[config.mk]
export PLATFORM = sky130hd
export DESIGN_NAME = onchip_mem_dma
export DESIGN_NICKNAME = d
export VERILOG_FILES = /design/src/rtl/onchip_mem_dma.sv
export SDC_FILE = /design/constraint.sdc
export NUM_CORES = 1
export LEC_CHECK = 0
export ABC_CLOCK_PERIOD_IN_PS = 9700
export CAP_MARGIN = 20
export CORE_MARGIN = 2
export CORE_UTILIZATION = 40
export CTS_CLUSTER_DIAMETER = 120
export CTS_CLUSTER_SIZE = 20
export DETAILED_ROUTE_END_ITERATION = 8
export GPL_TIMING_DRIVEN = 0
export PLACE_DENSITY = 0.6
export SYNTH_ARGS = -nofsm -noshare
export SYNTH_HDL_FRONTEND = slang
export SYNTH_SLANG_ARGS = --single-unit
[constraint.sdc]
create_clock -name clk_clk -period 9.7 [get_ports clk_clk]
set_input_delay 2.91 -clock clk_clk [delete_from_list [all_inputs] [get_ports clk_clk]]
set_output_delay 2.91 -clock clk_clk [all_outputs]
set_load 0.05 [all_outputs]
[src/rtl/onchip_mem_dma.sv]
// Memory-port engine for the on-chip frame memory: FILL, COPY and CHECKSUM jobs
// over a contiguous, wrapping word range with start/busy/done handshake and abort.
module onchip_mem_dma #(
  parameter int ADDR_W = 15,
  parameter int DATA_W = 8,
  parameter int RD_LAT = 2,
  parameter int SUM_W  = 16
) (
  input  logic              clk_clk,
  input  logic              reset_reset_n,
  input  logic              cmd_start,
  input  logic [1:0]        cmd_mode,
  input  logic [ADDR_W-1:0] cmd_src,
  input  logic [ADDR_W-1:0] cmd_dst,
  input  logic [ADDR_W:0]   cmd_len,
  input  logic [DATA_W-1:0] cmd_fill,
  input  logic              cmd_abort,
  output logic              busy,
  output logic              done,
  output logic              error,
  output logic [SUM_W-1:0]  result,
  output logic [ADDR_W-1:0] mem_address,
  output logic              mem_chipselect,
  output logic              mem_clken,
  output logic              mem_write,
  output logic [DATA_W-1:0] mem_writedata,
  input  logic [DATA_W-1:0] mem_readdata
);
  localparam int WC_W = (RD_LAT > 1) ? $clog2(RD_LAT) : 1;

  typedef enum logic [2:0] {
    S_IDLE, S_FILL, S_CP_RD, S_CP_WAIT, S_CP_WR, S_SUM, S_DRAIN, S_END
  } state_t;

  state_t            r_state, w_nxt;
  logic [ADDR_W-1:0] r_src, r_dst;
  logic [ADDR_W:0]   r_len, r_idx;
  logic [DATA_W-1:0] r_fill, r_rdata;
  logic [WC_W-1:0]   r_wcnt;
  logic [RD_LAT-1:0] r_vld, w_vld_nxt;
  logic [SUM_W-1:0]  r_acc, r_result, w_acc_nxt;
  logic              r_err;
  logic              w_run, w_accept, w_bad, w_last, w_abort, w_issue, w_wait_done;

  assign w_run       = (r_state != S_IDLE) && (r_state != S_END);
  assign w_accept    = (r_state == S_IDLE) && cmd_start;
  assign w_bad       = (cmd_mode == 2'd3) || (cmd_len[ADDR_W] && (|cmd_len[ADDR_W-1:0]));
  assign w_last      = (r_idx == r_len - (ADDR_W+1)'(1));
  assign w_abort     = cmd_abort && w_run;
  assign w_issue     = (r_state == S_SUM);
  assign w_wait_done = (r_wcnt == WC_W'(RD_LAT-1));
  // Top bit of the valid pipe marks the cycle in which a checksum read returns.
  assign w_acc_nxt   = r_vld[RD_LAT-1] ? r_acc + SUM_W'(mem_readdata) : r_acc;

  if (RD_LAT == 1) begin : g_vld1
    assign w_vld_nxt = w_issue;
  end else begin : g_vldn
    assign w_vld_nxt = {r_vld[RD_LAT-2:0], w_issue};
  end

  always_ff @(posedge clk_clk or negedge reset_reset_n) begin
    if (!reset_reset_n) r_state <= S_IDLE;
    else                r_state <= w_nxt;
  end

  always_comb begin
    w_nxt = r_state;
    case (r_state)
      S_IDLE: if (cmd_start) begin
        if (w_bad || cmd_len == '0) w_nxt = S_END;
        else if (cmd_mode == 2'd0)  w_nxt = S_FILL;
        else if (cmd_mode == 2'd1)  w_nxt = S_CP_RD;
        else                        w_nxt = S_SUM;
      end
      S_FILL:    if (w_last) w_nxt = S_END;
      S_CP_RD:   w_nxt = S_CP_WAIT;
      S_CP_WAIT: if (w_wait_done) w_nxt = S_CP_WR;
      S_CP_WR:   w_nxt = w_last ? S_END : S_CP_RD;
      S_SUM:     if (w_last) w_nxt = S_DRAIN;
      S_DRAIN:   if (w_vld_nxt == '0) w_nxt = S_END;
      S_END:     w_nxt = S_IDLE;
      default:   w_nxt = S_IDLE;
    endcase
    if (w_abort) w_nxt = S_END;
  end

  always_comb begin
    busy           = w_run;
    done           = (r_state == S_END);
    error          = r_err;
    result         = r_result;
    mem_clken      = w_run;
    mem_chipselect = 1'b0;
    mem_write      = 1'b0;
    mem_address    = '0;
    mem_writedata  = '0;
    case (r_state)
      S_FILL: begin
        mem_chipselect = 1'b1;
        mem_write      = 1'b1;
        mem_address    = r_dst + r_idx[ADDR_W-1:0];
        mem_writedata  = r_fill;
      end
      S_CP_RD, S_SUM: begin
        mem_chipselect = 1'b1;
        mem_address    = r_src + r_idx[ADDR_W-1:0];
      end
      S_CP_WR: begin
        mem_chipselect = 1'b1;
        mem_write      = 1'b1;
        mem_address    = r_dst + r_idx[ADDR_W-1:0];
        mem_writedata  = r_rdata;
      end
      default: ;
    endcase
  end

  always_ff @(posedge clk_clk or negedge reset_reset_n) begin
    if (!reset_reset_n) begin
      r_src <= '0; r_dst <= '0; r_len <= '0; r_idx <= '0; r_fill <= '0;
      r_rdata <= '0; r_wcnt <= '0; r_vld <= '0; r_acc <= '0; r_result <= '0; r_err <= 1'b0;
    end else begin
      if (w_accept) begin
        r_src  <= cmd_src;
        r_dst  <= cmd_dst;
        r_len  <= cmd_len;
        r_fill <= cmd_fill;
        r_idx  <= '0;
        r_acc  <= '0;
        r_err  <= w_bad;
      end else begin
        if (w_abort) r_err <= 1'b1;
        if ((r_state == S_FILL || r_state == S_CP_WR || r_state == S_SUM) && !w_last)
          r_idx <= r_idx + (ADDR_W+1)'(1);
        if (r_state == S_SUM || r_state == S_DRAIN) r_acc <= w_acc_nxt;
      end
      if (r_state == S_CP_RD)        r_wcnt <= '0;
      else if (r_state == S_CP_WAIT) r_wcnt <= r_wcnt + WC_W'(1);
      if (r_state == S_CP_WAIT && w_wait_done) r_rdata <= mem_readdata;
      // Pipe is flushed whenever the job leaves the checksum states, discarding returns.
      r_vld <= (w_nxt == S_SUM || w_nxt == S_DRAIN) ? w_vld_nxt : '0;
      if (r_state == S_DRAIN && w_nxt == S_END && !w_abort) r_result <= w_acc_nxt;
    end
  end
endmodule

==> impl_metrics.toml <==
[yosys]
synth-edff-count = 0
netlist_area_um2 = 7004
ys_types = 62
ys_warn_count = 0
yosys-top-cells-count = "nand2_1 (212), dfrtp_1 (117), nor2_1 (51), o21ai_0 (41), clkbuf_1 (33)"
syn-num-nets = 891
synth.most_common_cell = "nand2_1"
synth_top_area_share_pct = 41.80
synth_top_area_cell = "dfrtp_1"
async_flop_share_pct = 100.0
synth_ff_type = "dfrtp_1"
seq_area_frac_synth_pct = 41.80
syn_inst = 797
syn_avg_cell_area_um2 = 8.788
synth.area.top_cells = "dfrtp_1 (42%), nand2_1 (11%), ha_1 (4.3%)"
synth-seq-cells = 117

[pwr]
leakagePower_uw = 0.004117
pwr_density_cell_nw_per_um2 = 362.0
vdd_drop_max_uv = 334.5

[finish]
syn_to_final_growth_pct = 28.80
final_layout_size_suffix_gt1_share_pct = 7.970
fin_area_um2 = 9021
regArea_um2 = 2928
utilization_pct = 52.34
nFillCells = 1614
multi_input_area_um2 = 3872
fin_nets = 1023
n_antenna_cell = 0

[detailed_routing]
route.detailed.drc = 0
wl_per_cell_um = 15.90
ant_nets = 0
viasPerCell = 5.179
drtIter0Drc = 348
first_pass_iters = 5
via_count = 6039
drt_wl_total_um = 18540

[setup_path]
reg2regPathDepth = 10
critical_path.max_stage_delay_ns = 0.84
r2r_end = "r_acc[12]$_DFFE_PN0P_"
worst_setup_path_end_kind = "output pin"
crit_path_start_kind = "flop"
path_common_cell = "clkbuf_1"
cp_cell_sequence = "nor2b_1, clkbuf_1, o21ba_2, clkbuf_1, clkbuf_1, mux2_2, ha_1, a21o_1, a21oi_1, o21ai_0, o211a_1, a41o_1, o41ai_1, o21ai_0, mux2i_1, clkdlybuf4s50_1"
criticalPathCategory = "reg -> out"
critPathArrivalTime_ns = 6.07
r2r-start = "r_acc[0]$_DFFE_PN0P_"
slowest_stage = "clkdlybuf4s50_1"
path_max_fanout = 10
r2r_slack_ns = 6.24
cp.required_ns = 6.79

[clock_tree]
cts_tree = "yes"
holdBufCountCts = 0
clock_tree.root_cell = "clkbuf_16"
clk_pin_slew_ns = 0.05
htree_levels = 4
clock-sinks = 117
clk_path_buf_depth = 2
post_cts_buffers = 0
cts-buffers-inserted = 17
clock_latency_ns = 0.41
cts_resized = 0

[sta]
setup_ws_ns = 0.7184
drv_slew = 0
post-route-period-util_pct = 92.59
max_freq_mhz = 111.3
tns_ns = 0
grt_setup_unrepaired = "no"
fin_worst_skew_ns = 0.004603
final-setup-viol-count = 0
hold_viol_final = 0
timing.max_slew.rel_slack_pct = 27.53
tightest_slew_ns = 1.060
fin_crit_ns = 8.982

[run_status]
status = "complete, no violations"

[grt]
grt_pass1_wl_um = 30250
grt_start_max_net_pins = 62
gr-total-overflow = 0
grt_pass1_vias = 5887
groute.usage.overall_pct = 21.10
gr-usage-met1_pct = 31.42
grtUsageMet3_pct = 3.617
gr-usage-met2_pct = 31.38
grt_antenna_before_repair = 0
grt-busiest-layer = "met1"

[worst_hold_path]
min_to = "r_src[4]$_DFFE_PN0P_"
worstHoldPathCells = 2
hold_start = "r_src[4]$_DFFE_PN0P_"
hold_class = "reg -> reg"

[placement]
placed_cell_area_um2 = 8436
place_congestion = 0.8707
hpwl_um = 13940
port_buffers = 112
pre_cts_slack_ns = 1.200

[floorplan]
io_pins = 113
start_util_pct = 40.64
core_um2 = 17240
die_w_um = 136.3
rows = 48
die_height_um = 136.3
die-area_um2 = 18580

[run]
drv_cap = 0
metrics by stage:
stage	hold slack [ns]	total power [uW]	cells
final	0.4685	3265	1166
after global routing	0.4868	3502	1166
after CTS	0.4699	3281	1166
after detailed placement	0.4564	2640	1135
after global placement	0.4524	2632	1134
after floorplan	0.4401	2114	797
routing by layer:
layer	share of wire, %	vias to the layer above
li1	-	3026
met1	50	2868
met2	45	130
met3	3.9	15
met4	1.0	0
met5	0	-
where the power goes:
group	leakage, uW	switching, uW	internal [uW]	total (uW)
Combinational	0.00232	1110	692	1800
Sequential	0.00150	175	670	844
Clock	0.000292	220	401	621
Total	0.00412	1500	1760	3270
registers in the layout, summed over array words and instances (netlist names):
register	count
error	1
r_len	16
r_fill	8
r_idx	16
r_rdata	8
r_wcnt	1
r_src	15
r_dst	15
r_vld	2
result	16
r_acc	16
r_state	3
critical path: cells and delay by family, from the launching register on:
family	cells	cell delay, ns
buffers and inverters	4	2.42
adders and majority gates	1	0.19
and+or+nand+nor	1	0.13
AOI/OAI and AO/OA	8	1.80
DFF	1	0.43
muxes	2	0.67
cell type report:
type	instances	area share (%)
Multi-Input combinational cell	627	42.93
Sequential cell	117	32.45
Timing Repair Buffer	113	12.75
Clock buffer	22	5.368
Tap cell	225	3.121
Buffer	36	1.553
Clock inverter	9	1.123
Inverter	17	0.7074
cells in the final DEF, fill, tap and decap left out, types with 6 or more instances in the layout:
cell / netlist / final
xor2_1: 24 / 24
nand3_1: 16 / 16
xnor2_1: 24 / 24
nor2_1: 51 / 51
mux2i_1: 21 / 21
o31ai_1: 7 / 7
nand2b_1: 9 / 9
clkbuf_16: 0 / 17
nand2_1: 212 / 212
ha_1: 24 / 24
a22oi_1: 9 / 9
a22o_1: 8 / 8
a211oi_1: 6 / 6
clkbuf_1: 33 / 34
and3_1: 11 / 11
nor3_1: 11 / 11
dfrtp_1: 117 / 117
a21oi_1: 26 / 26
mux2_2: 22 / 22
a31oi_1: 6 / 6
o21ai_0: 41 / 41
inv_1: 17 / 17
or2_2: 9 / 9
clkdlybuf4s50_1: 0 / 111
nor2b_1: 8 / 8
worst max-delay path by stage:
stage / start / slack (ns) / to / cells after the start
after floorplan: r_state[0]$_DFF_PN0_ / 1.98 / mem_address[12] / 16
after global placement: reset_reset_n / 0.91 / result[14]$_DFFE_PN0P_ / 1
after detailed placement: r_state[0]$_DFF_PN0_ / 1.20 / mem_address[13] / 16
after CTS: r_state[0]$_DFF_PN0_ / 0.73 / mem_address[13] / 16
after global routing: r_state[0]$_DFF_PN0_ / 0.30 / mem_address[13] / 16
final: r_state[0]$_DFF_PN0_ / 0.72 / mem_address[13] / 16
logic make-up after synthesis:
family,Yosys count,synth area share [%]
mux,43,6.538
compound gates,142,13.68
simple gates,366,23.72
flops,117,41.80
xor+xnor,49,6.341
buf+inv,53,2.912
fa+ha+maj,27,5.002
Power figures use the tool's default switching activity.
